### config.mk
export PLATFORM = sky130hd
export DESIGN_NAME = piso_tx
export DESIGN_NICKNAME = d
export VERILOG_FILES = /design/src/rtl/piso_tx.sv
export SDC_FILE = /design/constraint.sdc
export NUM_CORES = 1
export LEC_CHECK = 0
export CAP_MARGIN = 40
export CORE_UTILIZATION = 54
export CTS_CLUSTER_SIZE = 25
export DETAILED_ROUTE_END_ITERATION = 7
export GPL_TIMING_DRIVEN = 0
export HOLD_SLACK_MARGIN = 0.06
export PLACE_DENSITY = 0.76
export SYNTH_ARGS = -nofsm -noshare
export SYNTH_HDL_FRONTEND = slang
export SYNTH_SLANG_ARGS = --single-unit
### constraint.sdc
create_clock -name s_axi4lite_clk -period 5.3 [get_ports s_axi4lite_clk]
set_clock_uncertainty 0.15 [all_clocks]
set_input_delay 0.795 -clock s_axi4lite_clk [delete_from_list [all_inputs] [get_ports s_axi4lite_clk]]
set_output_delay 0.795 -clock s_axi4lite_clk [all_outputs]
set_load 0.02 [all_outputs]
### src/rtl/piso_tx.sv
// AXI4-Lite programmed parallel-in/serial-out transmitter: words pushed into a FIFO
// are shifted out MSB-first on sout with a programmable bit period.
`ifndef AXI4_ADDR_BITS
`define AXI4_ADDR_BITS 32
`endif
`ifndef AXI4_DATA_BITS
`define AXI4_DATA_BITS 32
`endif
`ifndef AXI4_STRB_BITS
`define AXI4_STRB_BITS 4
`endif
`ifndef AXI4_PROT_BITS
`define AXI4_PROT_BITS 3
`endif
`ifndef AXI4_RESP_BITS
`define AXI4_RESP_BITS 2
`endif

// state | meaning
// IDLE  | waiting for en, user_rstn and a non-empty FIFO
// LOAD  | one dead cycle after a pop; counters primed
// SHIFT | driving shreg MSB, DIV+1 cycles per bit
module piso_tx #(
  parameter int PISO_WIDTH = 32,
  parameter int PISO_DEPTH = 16,
  parameter int DIV_WIDTH  = 16
) (
  input  logic                         s_axi4lite_clk,
  input  logic                         s_axi4lite_rstn,
  input  logic                         s_axi4lite_aw_valid,
  output logic                         s_axi4lite_aw_ready,
  input  logic [`AXI4_ADDR_BITS-1:0]   s_axi4lite_aw_addr,
  input  logic [`AXI4_PROT_BITS-1:0]   s_axi4lite_aw_prot,
  input  logic                         s_axi4lite_w_valid,
  output logic                         s_axi4lite_w_ready,
  input  logic [`AXI4_DATA_BITS-1:0]   s_axi4lite_w_data,
  input  logic [`AXI4_STRB_BITS-1:0]   s_axi4lite_w_strb,
  output logic                         s_axi4lite_b_valid,
  input  logic                         s_axi4lite_b_ready,
  output logic [`AXI4_RESP_BITS-1:0]   s_axi4lite_b_resp,
  input  logic                         s_axi4lite_ar_valid,
  output logic                         s_axi4lite_ar_ready,
  input  logic [`AXI4_ADDR_BITS-1:0]   s_axi4lite_ar_addr,
  input  logic [`AXI4_PROT_BITS-1:0]   s_axi4lite_ar_prot,
  output logic                         s_axi4lite_r_valid,
  input  logic                         s_axi4lite_r_ready,
  output logic [`AXI4_DATA_BITS-1:0]   s_axi4lite_r_data,
  output logic [`AXI4_RESP_BITS-1:0]   s_axi4lite_r_resp,
  output logic                         sout,
  output logic                         sout_valid
);
  localparam int DW    = `AXI4_DATA_BITS;
  localparam int RW    = `AXI4_RESP_BITS;
  localparam int PTR_W = $clog2(PISO_DEPTH);
  localparam int LVL_W = PTR_W + 1;
  localparam int BC_W  = $clog2(PISO_WIDTH);
  localparam logic [RW-1:0] OKAY   = RW'(0);
  localparam logic [RW-1:0] SLVERR = RW'(2);

  typedef enum logic [1:0] {IDLE, LOAD, SHIFT} state_e;

  logic                  rst_done_q;
  logic                  aw_pend_q, w_pend_q, rd_pend_q;
  logic [7:0]            aw_addr_q, ar_addr_q;
  logic [DW-1:0]         w_data_q;
  logic                  b_valid_q, r_valid_q;
  logic [RW-1:0]         b_resp_q, r_resp_q;
  logic [DW-1:0]         r_data_q;
  logic                  en_q, user_rstn_q;
  logic [DIV_WIDTH-1:0]  div_cfg_q;

  logic [PISO_WIDTH-1:0] mem_q [PISO_DEPTH];
  logic [PTR_W-1:0]      wr_ptr_q, rd_ptr_q;
  logic [LVL_W-1:0]      level_q;
  logic                  full, empty, push, pop;

  state_e                state_q, state_d;
  logic [PISO_WIDTH-1:0] shreg_q, shreg_d;
  logic [BC_W-1:0]       bit_cnt_q, bit_cnt_d;
  logic [DIV_WIDTH-1:0]  tick_q, tick_d, div_q, div_d;

  logic                  wr_exec, ctrl_we, div_we;
  logic [RW-1:0]         wr_resp, rd_resp;
  logic [DW-1:0]         rd_data;

  logic unused_bits;
  assign unused_bits = ^{s_axi4lite_aw_prot, s_axi4lite_ar_prot, s_axi4lite_w_strb,
                         s_axi4lite_aw_addr[`AXI4_ADDR_BITS-1:8],
                         s_axi4lite_ar_addr[`AXI4_ADDR_BITS-1:8]};

  assign s_axi4lite_aw_ready = rst_done_q && !aw_pend_q && !b_valid_q;
  assign s_axi4lite_w_ready  = rst_done_q && !w_pend_q && !b_valid_q;
  assign s_axi4lite_ar_ready = rst_done_q && !rd_pend_q && !r_valid_q;
  assign s_axi4lite_b_valid  = b_valid_q;
  assign s_axi4lite_b_resp   = b_resp_q;
  assign s_axi4lite_r_valid  = r_valid_q;
  assign s_axi4lite_r_data   = r_data_q;
  assign s_axi4lite_r_resp   = r_resp_q;

  assign full    = (level_q == LVL_W'(PISO_DEPTH));
  assign empty   = (level_q == '0);
  assign wr_exec = aw_pend_q && w_pend_q;

  always_comb begin
    wr_resp = OKAY;
    push    = 1'b0;
    ctrl_we = 1'b0;
    div_we  = 1'b0;
    case (aw_addr_q)
      8'h00: begin
        if (full) wr_resp = SLVERR;
        else      push    = wr_exec;
      end
      8'h10:   ctrl_we = wr_exec;
      8'h18:   div_we  = wr_exec;
      default: wr_resp = SLVERR;
    endcase
  end

  always_comb begin
    rd_data = '0;
    rd_resp = OKAY;
    case (ar_addr_q)
      8'h00: rd_data = '0;
      8'h08: begin
        rd_data[8 +: LVL_W] = level_q;
        rd_data[4:0]        = {(state_q != IDLE), user_rstn_q, en_q, full, empty};
      end
      8'h10:   rd_data[1:0] = {user_rstn_q, en_q};
      8'h18:   rd_data[DIV_WIDTH-1:0] = div_cfg_q;
      default: rd_resp = SLVERR;
    endcase
  end

  always_ff @(posedge s_axi4lite_clk or negedge s_axi4lite_rstn) begin
    if (!s_axi4lite_rstn) begin
      rst_done_q  <= 1'b0;
      aw_pend_q   <= 1'b0;
      w_pend_q    <= 1'b0;
      rd_pend_q   <= 1'b0;
      aw_addr_q   <= '0;
      ar_addr_q   <= '0;
      w_data_q    <= '0;
      b_valid_q   <= 1'b0;
      b_resp_q    <= '0;
      r_valid_q   <= 1'b0;
      r_resp_q    <= '0;
      r_data_q    <= '0;
      en_q        <= 1'b1;
      user_rstn_q <= 1'b1;
      div_cfg_q   <= '0;
    end else begin
      rst_done_q <= 1'b1;
      if (s_axi4lite_aw_valid && s_axi4lite_aw_ready) begin
        aw_pend_q <= 1'b1;
        aw_addr_q <= s_axi4lite_aw_addr[7:0];
      end
      if (s_axi4lite_w_valid && s_axi4lite_w_ready) begin
        w_pend_q <= 1'b1;
        w_data_q <= s_axi4lite_w_data;
      end
      if (wr_exec) begin
        aw_pend_q <= 1'b0;
        w_pend_q  <= 1'b0;
        b_valid_q <= 1'b1;
        b_resp_q  <= wr_resp;
      end else if (b_valid_q && s_axi4lite_b_ready) begin
        b_valid_q <= 1'b0;
      end
      if (ctrl_we) {user_rstn_q, en_q} <= w_data_q[1:0];
      if (div_we)  div_cfg_q <= w_data_q[DIV_WIDTH-1:0];
      if (s_axi4lite_ar_valid && s_axi4lite_ar_ready) begin
        rd_pend_q <= 1'b1;
        ar_addr_q <= s_axi4lite_ar_addr[7:0];
      end
      if (rd_pend_q) begin
        rd_pend_q <= 1'b0;
        r_valid_q <= 1'b1;
        r_data_q  <= rd_data;
        r_resp_q  <= rd_resp;
      end else if (r_valid_q && s_axi4lite_r_ready) begin
        r_valid_q <= 1'b0;
      end
    end
  end

  always_ff @(posedge s_axi4lite_clk) begin
    if (push) mem_q[wr_ptr_q] <= w_data_q[PISO_WIDTH-1:0];
  end

  // user_rstn low keeps the FIFO flushed; it overrides any push or pop
  always_ff @(posedge s_axi4lite_clk or negedge s_axi4lite_rstn) begin
    if (!s_axi4lite_rstn) begin
      wr_ptr_q <= '0;
      rd_ptr_q <= '0;
      level_q  <= '0;
    end else if (!user_rstn_q) begin
      wr_ptr_q <= '0;
      rd_ptr_q <= '0;
      level_q  <= '0;
    end else begin
      if (push) wr_ptr_q <= wr_ptr_q + PTR_W'(1);
      if (pop)  rd_ptr_q <= rd_ptr_q + PTR_W'(1);
      case ({push, pop})
        2'b10:   level_q <= level_q + LVL_W'(1);
        2'b01:   level_q <= level_q - LVL_W'(1);
        default: level_q <= level_q;
      endcase
    end
  end

  always_comb begin
    state_d   = state_q;
    shreg_d   = shreg_q;
    bit_cnt_d = bit_cnt_q;
    tick_d    = tick_q;
    div_d     = div_q;
    pop       = 1'b0;
    case (state_q)
      IDLE: begin
        if (en_q && !empty) begin
          pop     = 1'b1;
          shreg_d = mem_q[rd_ptr_q];
          div_d   = div_cfg_q;
          state_d = LOAD;
        end
      end
      LOAD: begin
        bit_cnt_d = BC_W'(PISO_WIDTH - 1);
        tick_d    = div_q;
        state_d   = SHIFT;
      end
      SHIFT: begin
        if (tick_q != '0) begin
          tick_d = tick_q - DIV_WIDTH'(1);
        end else if (bit_cnt_q != '0) begin
          shreg_d   = shreg_q << 1;
          bit_cnt_d = bit_cnt_q - BC_W'(1);
          tick_d    = div_q;
        end else if (en_q && !empty) begin
          pop     = 1'b1;
          shreg_d = mem_q[rd_ptr_q];
          div_d   = div_cfg_q;
          state_d = LOAD;
        end else begin
          state_d = IDLE;
        end
      end
      default: state_d = IDLE;
    endcase
    if (!user_rstn_q) begin
      pop     = 1'b0;
      state_d = IDLE;
    end
  end

  always_ff @(posedge s_axi4lite_clk or negedge s_axi4lite_rstn) begin
    if (!s_axi4lite_rstn) begin
      state_q   <= IDLE;
      shreg_q   <= '0;
      bit_cnt_q <= '0;
      tick_q    <= '0;
      div_q     <= '0;
    end else begin
      state_q   <= state_d;
      shreg_q   <= shreg_d;
      bit_cnt_q <= bit_cnt_d;
      tick_q    <= tick_d;
      div_q     <= div_d;
    end
  end

  assign sout       = (state_q == SHIFT) ? shreg_q[PISO_WIDTH-1] : 1'b0;
  assign sout_valid = (state_q == SHIFT);

endmodule

Word level (Yosys, flattened, before mapping)
Memories as Yosys holds them, arrays and structs flattened.
Index checks and enable logic that the tools add are counted.
{"block": "word_totals", "romBits": 0, "elab_cells": 145, "latch_bits": 0, "mem_bits_rw": 512, "ff_bits": 176, "memories": 1}
{"memory": "mem_q", "words": 16, "width": 32, "read_ports": 1, "rd_clocked_by_memory_dff": 0, "write_ports": 1, "line": "72", "text": "logic [PISO_WIDTH-1:0] mem_q [PISO_DEPTH];"}
{"block": "classes", "shifts": 0, "div_mod_pow": 0, "magnitude_cmp": 0, "muxes": 56, "addsub": 6, "n_eq_ne": 20, "bitwise": 0, "reduce_logical": 39, "n_mul": 0}
{"op": "$mux W32", "count": 3}
{"op": "$mux W16", "count": 5}
{"op": "$pmux W16 S2", "count": 2}
{"op": "$pmux W32 S2", "count": 1}
{"op": "$eq A8 B5 Y1 const B", "count": 4}
{"op": "$pmux W5 S2", "count": 3}
{"op": "$mux W1", "count": 22}
{"op": "$logic_not A8 Y1", "count": 2}
{"op": "$mux W4", "count": 4}
{"op": "$reduce_bool A16 Y1", "count": 1}
{"op": "$sub A16 B1 Y16 const B", "count": 1}
{"op": "$mux W5", "count": 3}
{"op": "$reduce_bool A2 Y1", "count": 7}
{"op": "$logic_and A1 B1 Y1", "count": 13}
{"op": "$mux W2", "count": 6}
{"op": "$pmux W2 S3", "count": 2}
{"op": "$sub A5 B1 Y5 const B", "count": 2}
{"op": "$ne A3 B3 Y1 const B", "count": 3}
{"op": "$reduce_and A3 Y1", "count": 3}
{"op": "$add A4 B1 Y4 const B", "count": 2}
{"op": "$eq A8 B4 Y1 const B", "count": 1}
{"op": "$logic_not A1 Y1", "count": 6}
{"op": "$mux W3", "count": 2}
{"op": "$ne A2 B1 Y1 const B", "count": 3}
{"op": "other kinds (15)", "count": 20}

Depth between registers and ports, before layout
Gate-level depths: netlist (run 1).
{"block": "depth", "ltp_word": 11, "depth_mapped": 16, "ltp_nobuf": 15}

Worst setup path after synthesis (run 1)
No wires, ideal clock.
{"block": "synth_timing", "path_kind": "reg-to-reg", "start": "register aw_addr_q[0]", "end": "memory mem_q[3][0] (enable)", "required_ns": 4.648, "arrival_ns": 4.539, "setup_slack_ns": 0.110, "setup_ns": 0.502, "stages_incl_launch_ff": 5, "path_cell_list": "dfrtp_1 or4_1 nor4_4 nand3_1 nor4_1"}
{"block": "synth_between", "elab_chain_len": 4}
{"item": "from (decl)", "line": "64", "text": "logic [7:0] aw_addr_q, ar_addr_q;"}
{"item": "from (signal assigned)", "line": "156", "text": "aw_addr_q <= s_axi4lite_aw_addr[7:0];"}
{"item": "$logic_not A8 Y1", "line": "109", "text": "case (aw_addr_q)"}
{"item": "$mux W1", "line": "109"}
{"item": "$mux W1", "line": "188", "text": "if (push) mem_q[wr_ptr_q] <= w_data_q[PISO_WIDTH-1:0];"}
{"item": "$mux W1 (not written as such)", "line": "188"}
{"item": "to (decl)", "line": "72"}
No other way between the ends.

Worst setup path in the final report (run 1)
{"block": "layout_timing", "start": "register tick_q[0]", "end": "register level_q[4]"}
{"block": "layout_between", "elab_chain_len": 7, "word_cells_on_any_way": 9}
{"item": "from (decl)", "line": "80", "text": "logic [DIV_WIDTH-1:0] tick_q, tick_d, div_q, div_d;"}
{"item": "from (signal assigned)", "line": "268", "text": "tick_q <= tick_d;"}
{"item": "$reduce_bool A16 Y1 *", "line": "234", "text": "if (tick_q != '0) begin"}
{"item": "$mux W1 *", "line": "234"}
{"item": "$pmux W1 S2 *", "line": "219", "text": "case (state_q)"}
{"item": "$mux W1 *", "line": "251", "text": "if (!user_rstn_q) begin"}
{"item": "$eq A2 B1 Y1 / $eq A2 B2 Y1 (equally long branches)", "line": "204", "text": "case ({push, pop})"}
{"item": "$pmux W5 S2", "line": "204"}
{"item": "$mux W5", "line": "197", "text": "end else if (!user_rstn_q) begin"}
{"item": "to (signal assigned)", "line": "205", "text": "2'b10: level_q <= level_q + LVL_W'(1);"}
{"item": "to (signal assigned)", "line": "206", "text": "2'b01: level_q <= level_q - LVL_W'(1);"}
{"item": "to (signal assigned)", "line": "207", "text": "default: level_q <= level_q;"}
{"item": "to (decl)", "line": "74", "text": "logic [LVL_W-1:0] level_q;"}
Mark *: on every way between the ends. The rest lies on a longest branch, timed or not.
A chain may end at the register's enable or synchronous reset.

==> results of run 1 <==
[worst max-delay path, cell delays in order (launching register included)]
cell and delay, ps:
dfrtp_1 390, inv_1 120, ha_1 180, nor4b_1 300
nand4_1 370, o21bai_1 510, and2_1 190, buf_2 180
nand3_1 140, inv_1 140, ha_1 280, nor2b_1 150
o21ai_0 240, nand2_1 90, or4b_4 520, a21oi_1 170
nor3b_2 60
[final cells by class]
type / instances / share of cell area (%)
timing repair buffer: 150 / 5.07
buffer: 94 / 1.41
multi-input combinational: 650 / 21.9
tap: 664 / 2.60
inverter: 42 / 0.493
clock inverter: 22 / 0.638
sequential: 686 / 61.7
clock buffer: 98 / 6.19
[synth_stat cells (all sizes together), types with 3 or more instances]
cell and n:
nand4 3, nor2 75, o21ai 32, o22a 3, mux2i 14, nor3b 4, nor4b 3, ha 16
nor4 11, o21a 3, edfxtp 512, nor3 16, a22oi 3, a21oi 49, nand3 12, a31oi 4
xnor2 8, clkbuf 47, mux4 160, xor2 4, and2 10, mux2 81, nand2 44, inv 42
a221o 4, and3 5, a21o 3, or4 4, nor2b 3, buf 47, dfrtp 172, o22ai 41
[logic make-up after synthesis]
kind of cell / after synthesis
and+or+nand+nor: 196
other: 2
adders and majority gates: 17
AOI/OAI and AO/OA: 151
muxes: 255
DFF: 686
xor gates and xnor gates: 12
buffers and inverters: 136
[path summary, 6_finish.rpt]
| path | depth (start not counted) | endpoint | from |
|---|---|---|---|
| min in group asynchronous | 2 | s_axi4lite_r_data[13]$_DFFE_PN0P_ | s_axi4lite_rstn |
| setup reg to reg | 16 | level_q[4]$_DFFE_PN0P_ | tick_q[0]$_DFFE_PN0P_ |
| hold / removal | 1 | s_axi4lite_r_resp[1]$_DFFE_PN0P_ | s_axi4lite_r_resp[1]$_DFFE_PN0P_ |
| setup / recovery | 16 | level_q[4]$_DFFE_PN0P_ | tick_q[0]$_DFFE_PN0P_ |
| hold reg to reg | 1 | s_axi4lite_r_resp[1]$_DFFE_PN0P_ | s_axi4lite_r_resp[1]$_DFFE_PN0P_ |
| max in group asynchronous | 3 | w_data_q[26]$_DFFE_PN0P_ | s_axi4lite_rstn |
[flip-flops by register name, summed over array words and instances (netlist names), 5 cells and up]
signal / cells
aw_addr_q: 8
tick_q: 16
w_data_q: 32
s_axi4lite_r_data: 16
div_q: 16
shreg_q: 32
mem_q: 512
level_q: 5
bit_cnt_q: 5
div_cfg_q: 16
ar_addr_q: 8
[where the power goes]
| group | leakage (nW) | switching (mW) | internal (mW) |
|---|---|---|---|
| sequential | 6.91 | 0.673 | 6.59 |
| combinational | 3.19 | 0.212 | 0.271 |
| clock | 1.07 | 1.95 | 2.78 |
| total | 11.2 | 2.84 | 9.64 |
[repair_timing]
item / in CTS / in global routing
hold endpoints to repair: 55 / 0
hold buffers: 1 / 0
endpoints found under the setup margin: 0 / 0
[metal layers]
layer	track usage, %	vias up	part of all wire [%]
met5	0	-	0
met4	10.0	0	3.3
met3	3.55	168	7.6
met2	43.2	853	50
li1	-	6209	-
met1	34.5	7779	39
[through the flow]
stage,worst slack [ps],instances
global route,604,2406
floorplan,110,1472
global placement,-4330,2215
detailed placement,1120,2283
finish,987,2406
CTS,1090,2404
==> results.yml, run 1 <==
yosys:
  mappedNetlistArea_mm2: 0.0272
  synth_xor_xnor_area_share_pct: 0.414
  async_flop_share_pct: 25.4
  yosysWarnings: 0
  synth.distinct_cells: 58
  synth-compound-area-share_pct: 3.28
  syn_avg_cell_area_um2: 18.7
  ys_ff_latch: 686
  synth_top_area_cell: "edfxtp_1"
  yosys.area_share.simple_pct: 3.51
  yosys.area.top_type_share_pct: 56.6
  synth-seq-area-share_pct: 72.6
  synth_mux_area_share_pct: 17.1
  synth_top_family_by_area: "multiplexers"
  synth_top_cells_by_area: "edfxtp_1 57%, dfrtp_1 16%, mux4_2 13%"
  synth-edff-count: 512
  synth_top_flop_cell: "edfxtp_1"
  synth_adder_area_share_pct: 0.810
  synth_cells: 1455
final_layout:
  antennaDiodeCount: 0
  finalNetCount: 1820
  fillCellCount: 3243
  final_common_cell: "edfxtp_1"
  design_area_mm2: 0.0320
  ff_latch_area_mm2: 0.0197
  drive_gt1_share_pct: 26.8
  fin_util_pct: 64.9
  final_cell_mix: "512 x edfxtp_1, 172 x dfrtp_1, 160 x mux4_2"
  multi_input_area_mm2: 0.00698
  syn2layout_area_growth_pct: 17.6
floorplan:
  die_h_um: 226
  core_area_mm2: 0.0493
  die-area_mm2: 0.0512
  die_w_um: 226
  ios: 156
  start_util_pct: 55.2
  rows: 81
cts:
  root_buffer: "clkbuf_16"
  max-clock-path-buffers: 3
  clk_pin_slew_ps: 60
  postCtsSetupRepairBufs: 0
  h-tree-depth: 3
  cts_resized: 0
  clk_latency_ps: 590
  cts_made_buffers: 66
  cts_tree: "yes"
  clock-sinks: 686
worst_setup_path:
  critPathLaunchType: "flop"
  crit_arrival_ps: 4620
  crit_fanout: 7
  cp.required_ps: 5610
  critical_path_class: "reg -> reg"
  regToRegSetupSlack_ps: 990
  cp-end-kind: "flop"
run:
  drv_cap: 0
timing:
  maxSlewViolCount: 0
  worst_pin_slew_ps: 932
  period_minus_slack_ps: 4310
  period_share_pct: 81.4
  fin_hold_ws_ps: 345
  relSlewSlack_pct: 37.4
  fin_tns_setup_ps: 0
  clock.fmax_ghz: 0.232
  rsz0062_at_grt: "no"
  setup_violations: 0
  hold_violations: 0
detailed_routing:
  dr.pass1.iters: 7
  ant_nets: 0
  drt_iter0_drc: 1676
  wire_per_inst_um: 26.6
  drt-total-wl_um: 64000
  vias: 15000
  drc: 0
  viasPerCell: 6.24
placement:
  postPlaceCellArea_mm2: 0.0297
  dp_hpwl_um: 41200
  place.gp.congestion: 0.859
  portBuffers: 79
power_and_ir_drop:
  power_density_mw_per_mm2: 391
  p_leak_nw: 11.2
  irDropWorstVdd_mv: 0.281
  power_mw: 12.5
global_routing:
  grt-ovfl-total: 0
  antenna_found_initial: 0
  grt_max_degree: 120
  grt_pass1_vias: 15100
  grt_first_pass_wirelength_um: 94700
  grt_usage_pct: 25.8
outcome:
  status: "finished, final reports clean"
worst_hold_path:
  hp-class: "reg -> reg"
Note: power is estimated with default switching activity, not from simulation.
==> run 2: changes to the inputs <==
Settings changed: CORE_UTILIZATION 54 to 59, PLACE_DENSITY 0.76 to 0.79.
Clock period 5.3 ns to 4 ns, I/O delays scaled along.
==> results.yml, run 2 (synthesis gave the netlist of run 1 again) <==
timing:
  period_minus_slack_ps: 3830
  fin_tns_setup_ps: 0
  period_share_pct: 95.8
  relSlewSlack_pct: 35.9
  setup_violations: 0
  worst_pin_slew_ps: 961
  maxSlewViolCount: 0
  clock.fmax_ghz: 0.261
  hold_violations: 0
final_layout:
  top_register: "mem_q"
  final_cell_mix: "512 x edfxtp_1, 172 x dfrtp_1, 160 x mux4_2"
  fillCellCount: 2701
  final_cells: 2330
  drive_gt1_share_pct: 26.6
  antennaDiodeCount: 0
  finalNetCount: 1810
  syn2layout_area_growth_pct: 17.0
  final_common_cell: "edfxtp_1"
  reg_top3: "mem_q: 512 flops, shreg_q: 32 flops, w_data_q: 32 flops"
  largest_reg_flops: 512
run:
  drv_cap: 0
floorplan:
  start_util_pct: 59.9
  core_area_mm2: 0.0454
  ios: 156
  die-area_mm2: 0.0469
  rows: 78
  die_h_um: 217
  die_w_um: 217
cts:
  clk_pin_slew_ps: 60
  root_buffer: "clkbuf_16"
  max-clock-path-buffers: 3
  clk_latency_ps: 590
  cts_made_buffers: 67
  clock-sinks: 686
  h-tree-depth: 3
  cts_tree: "yes"
detailed_routing:
  vias: 14900
  ant_nets: 0
  drc: 0
  drt-total-wl_um: 64200
  dr.pass1.iters: 6
  viasPerCell: 6.39
  wire_per_inst_um: 27.5
  drt_iter0_drc: 1727
power_and_ir_drop:
  power_mw: 16.4
  power_density_mw_per_mm2: 514
  irDropWorstVdd_mv: 0.415
  p_leak_nw: 11.1
placement:
  portBuffers: 79
  dp_hpwl_um: 41000
  place.gp.congestion: 0.845
  place_inst: 2207
global_routing:
  grt_first_pass_wirelength_um: 95500
  grt_usage_pct: 28.2
  grt_pass1_vias: 15400
  grt-ovfl-total: 0
  antenna_found_initial: 0
  grt_max_degree: 98
worst_setup_path:
  regToRegSetupSlack_ps: 170
  cp.required_ps: 4350
  crit_fanout: 6
  cp-end-kind: "flop"
  critical_path_class: "reg -> reg"
  endpoint: "level_q[4]$_DFFE_PN0P_"
  worst_r2r_startpoint: "tick_q[6]$_DFFE_PN0P_"
  crit_start: "tick_q[6]$_DFFE_PN0P_"
  r2r_end: "level_q[4]$_DFFE_PN0P_"
  crit_arrival_ps: 4190
  critPathLaunchType: "flop"
  worst_r2r_path_depth: 14
worst_hold_path:
  worstHoldStart: "aw_addr_q[7]$_DFFE_PN0P_"
  hp-class: "reg -> reg"
outcome:
  status: "finished, final reports clean"
[run 2: changes by cell type in the layout (fill, tap and decap cells not counted), moves of 2 or more]
cell       before  now
nor3_2          4    1
nor3_4          0    3
bufinv_16       4    2
clkbuf_16      72   69
buf_6          15    8
buf_8           6   14
clkbuf_8        8   11
buf_4          51   41
nor4b_1         3    1
nor4b_2         0    2
[run 2: power breakdown]
group          switching (mW)  leakage [nW]  internal [mW]  total (mW)
combinational           0.279          3.15          0.356       0.635
sequential              0.907          6.91           8.73        9.64
clock                    2.57          1.03           3.50        6.08
[run 2: critical path, cell delays in order (launching register included)]
cell      delay (ps)
dfrtp_1          440
nor4_2           440
nand4_1          300
o21bai_4         230
and2_1           140
buf_2            210
nand3_1          170
inv_1            160
ha_1             270
nor2b_1          160
o21ai_1          180
nand2_1          100
or4b_4           540
nand3_1          110
nor3b_2          160
[run 2: per-stage QoR]
stage          instance area [µm²]  utilization, %  hold slack, ps  setup slack [ps]
4_1_cts                      31700            70.0             351              15.1
6_report                     31800            70.0             345               168
5_1_grt                      31800            70.0             359             -3.66
3_3_place_gp                 28800            63.5             315             -5330
2_1_floorplan                27300               -             154             -1190
3_5_place_dp                 29600            65.3             338              -320
[run 2: worst min path at each step]
stage / depth (start not counted) / endpoint
2_1_floorplan: 0 / ar_addr_q[0]$_DFFE_PN0P_
3_3_place_gp: 1 / s_axi4lite_r_resp[1]$_DFFE_PN0P_
3_5_place_dp: 1 / aw_addr_q[7]$_DFFE_PN0P_
4_1_cts: 1 / aw_addr_q[7]$_DFFE_PN0P_
5_1_grt: 1 / ar_addr_q[0]$_DFFE_PN0P_
6_report: 1 / aw_addr_q[7]$_DFFE_PN0P_
[run 2: per-layer routing]
metal,vias up,global-route usage [%],share of wire (%)
li1,6170,-,-
met1,7780,37.9,38
met2,796,46.7,51
met3,141,4.87,8.1
met4,0,10.9,2.8
met5,-,0,0
[run 2: repair_timing]
item | 4_1_cts | 5_1_grt
endpoints found under the hold margin | 77 | 0
setup endpoints to repair | 1 | 1
pin swaps | 1 | 2
hold buffers | 1 | 0
resized for setup | 3 | 3
buffers inserted | 1 | 1
[run 2: area by class of cell]
| class | count | area (µm²) | area share [%] |
|---|---|---|---|
| sequential | 686 | 19700 | 62.1 |
| inverter | 42 | 158 | 0.496 |
| timing repair buffer | 140 | 1570 | 4.93 |
| buffer | 93 | 448 | 1.41 |
| tap | 600 | 751 | 2.36 |
| multi-input combinational | 650 | 7030 | 22.1 |
| clock inverter | 21 | 158 | 0.496 |
| clock buffer | 98 | 1950 | 6.12 |
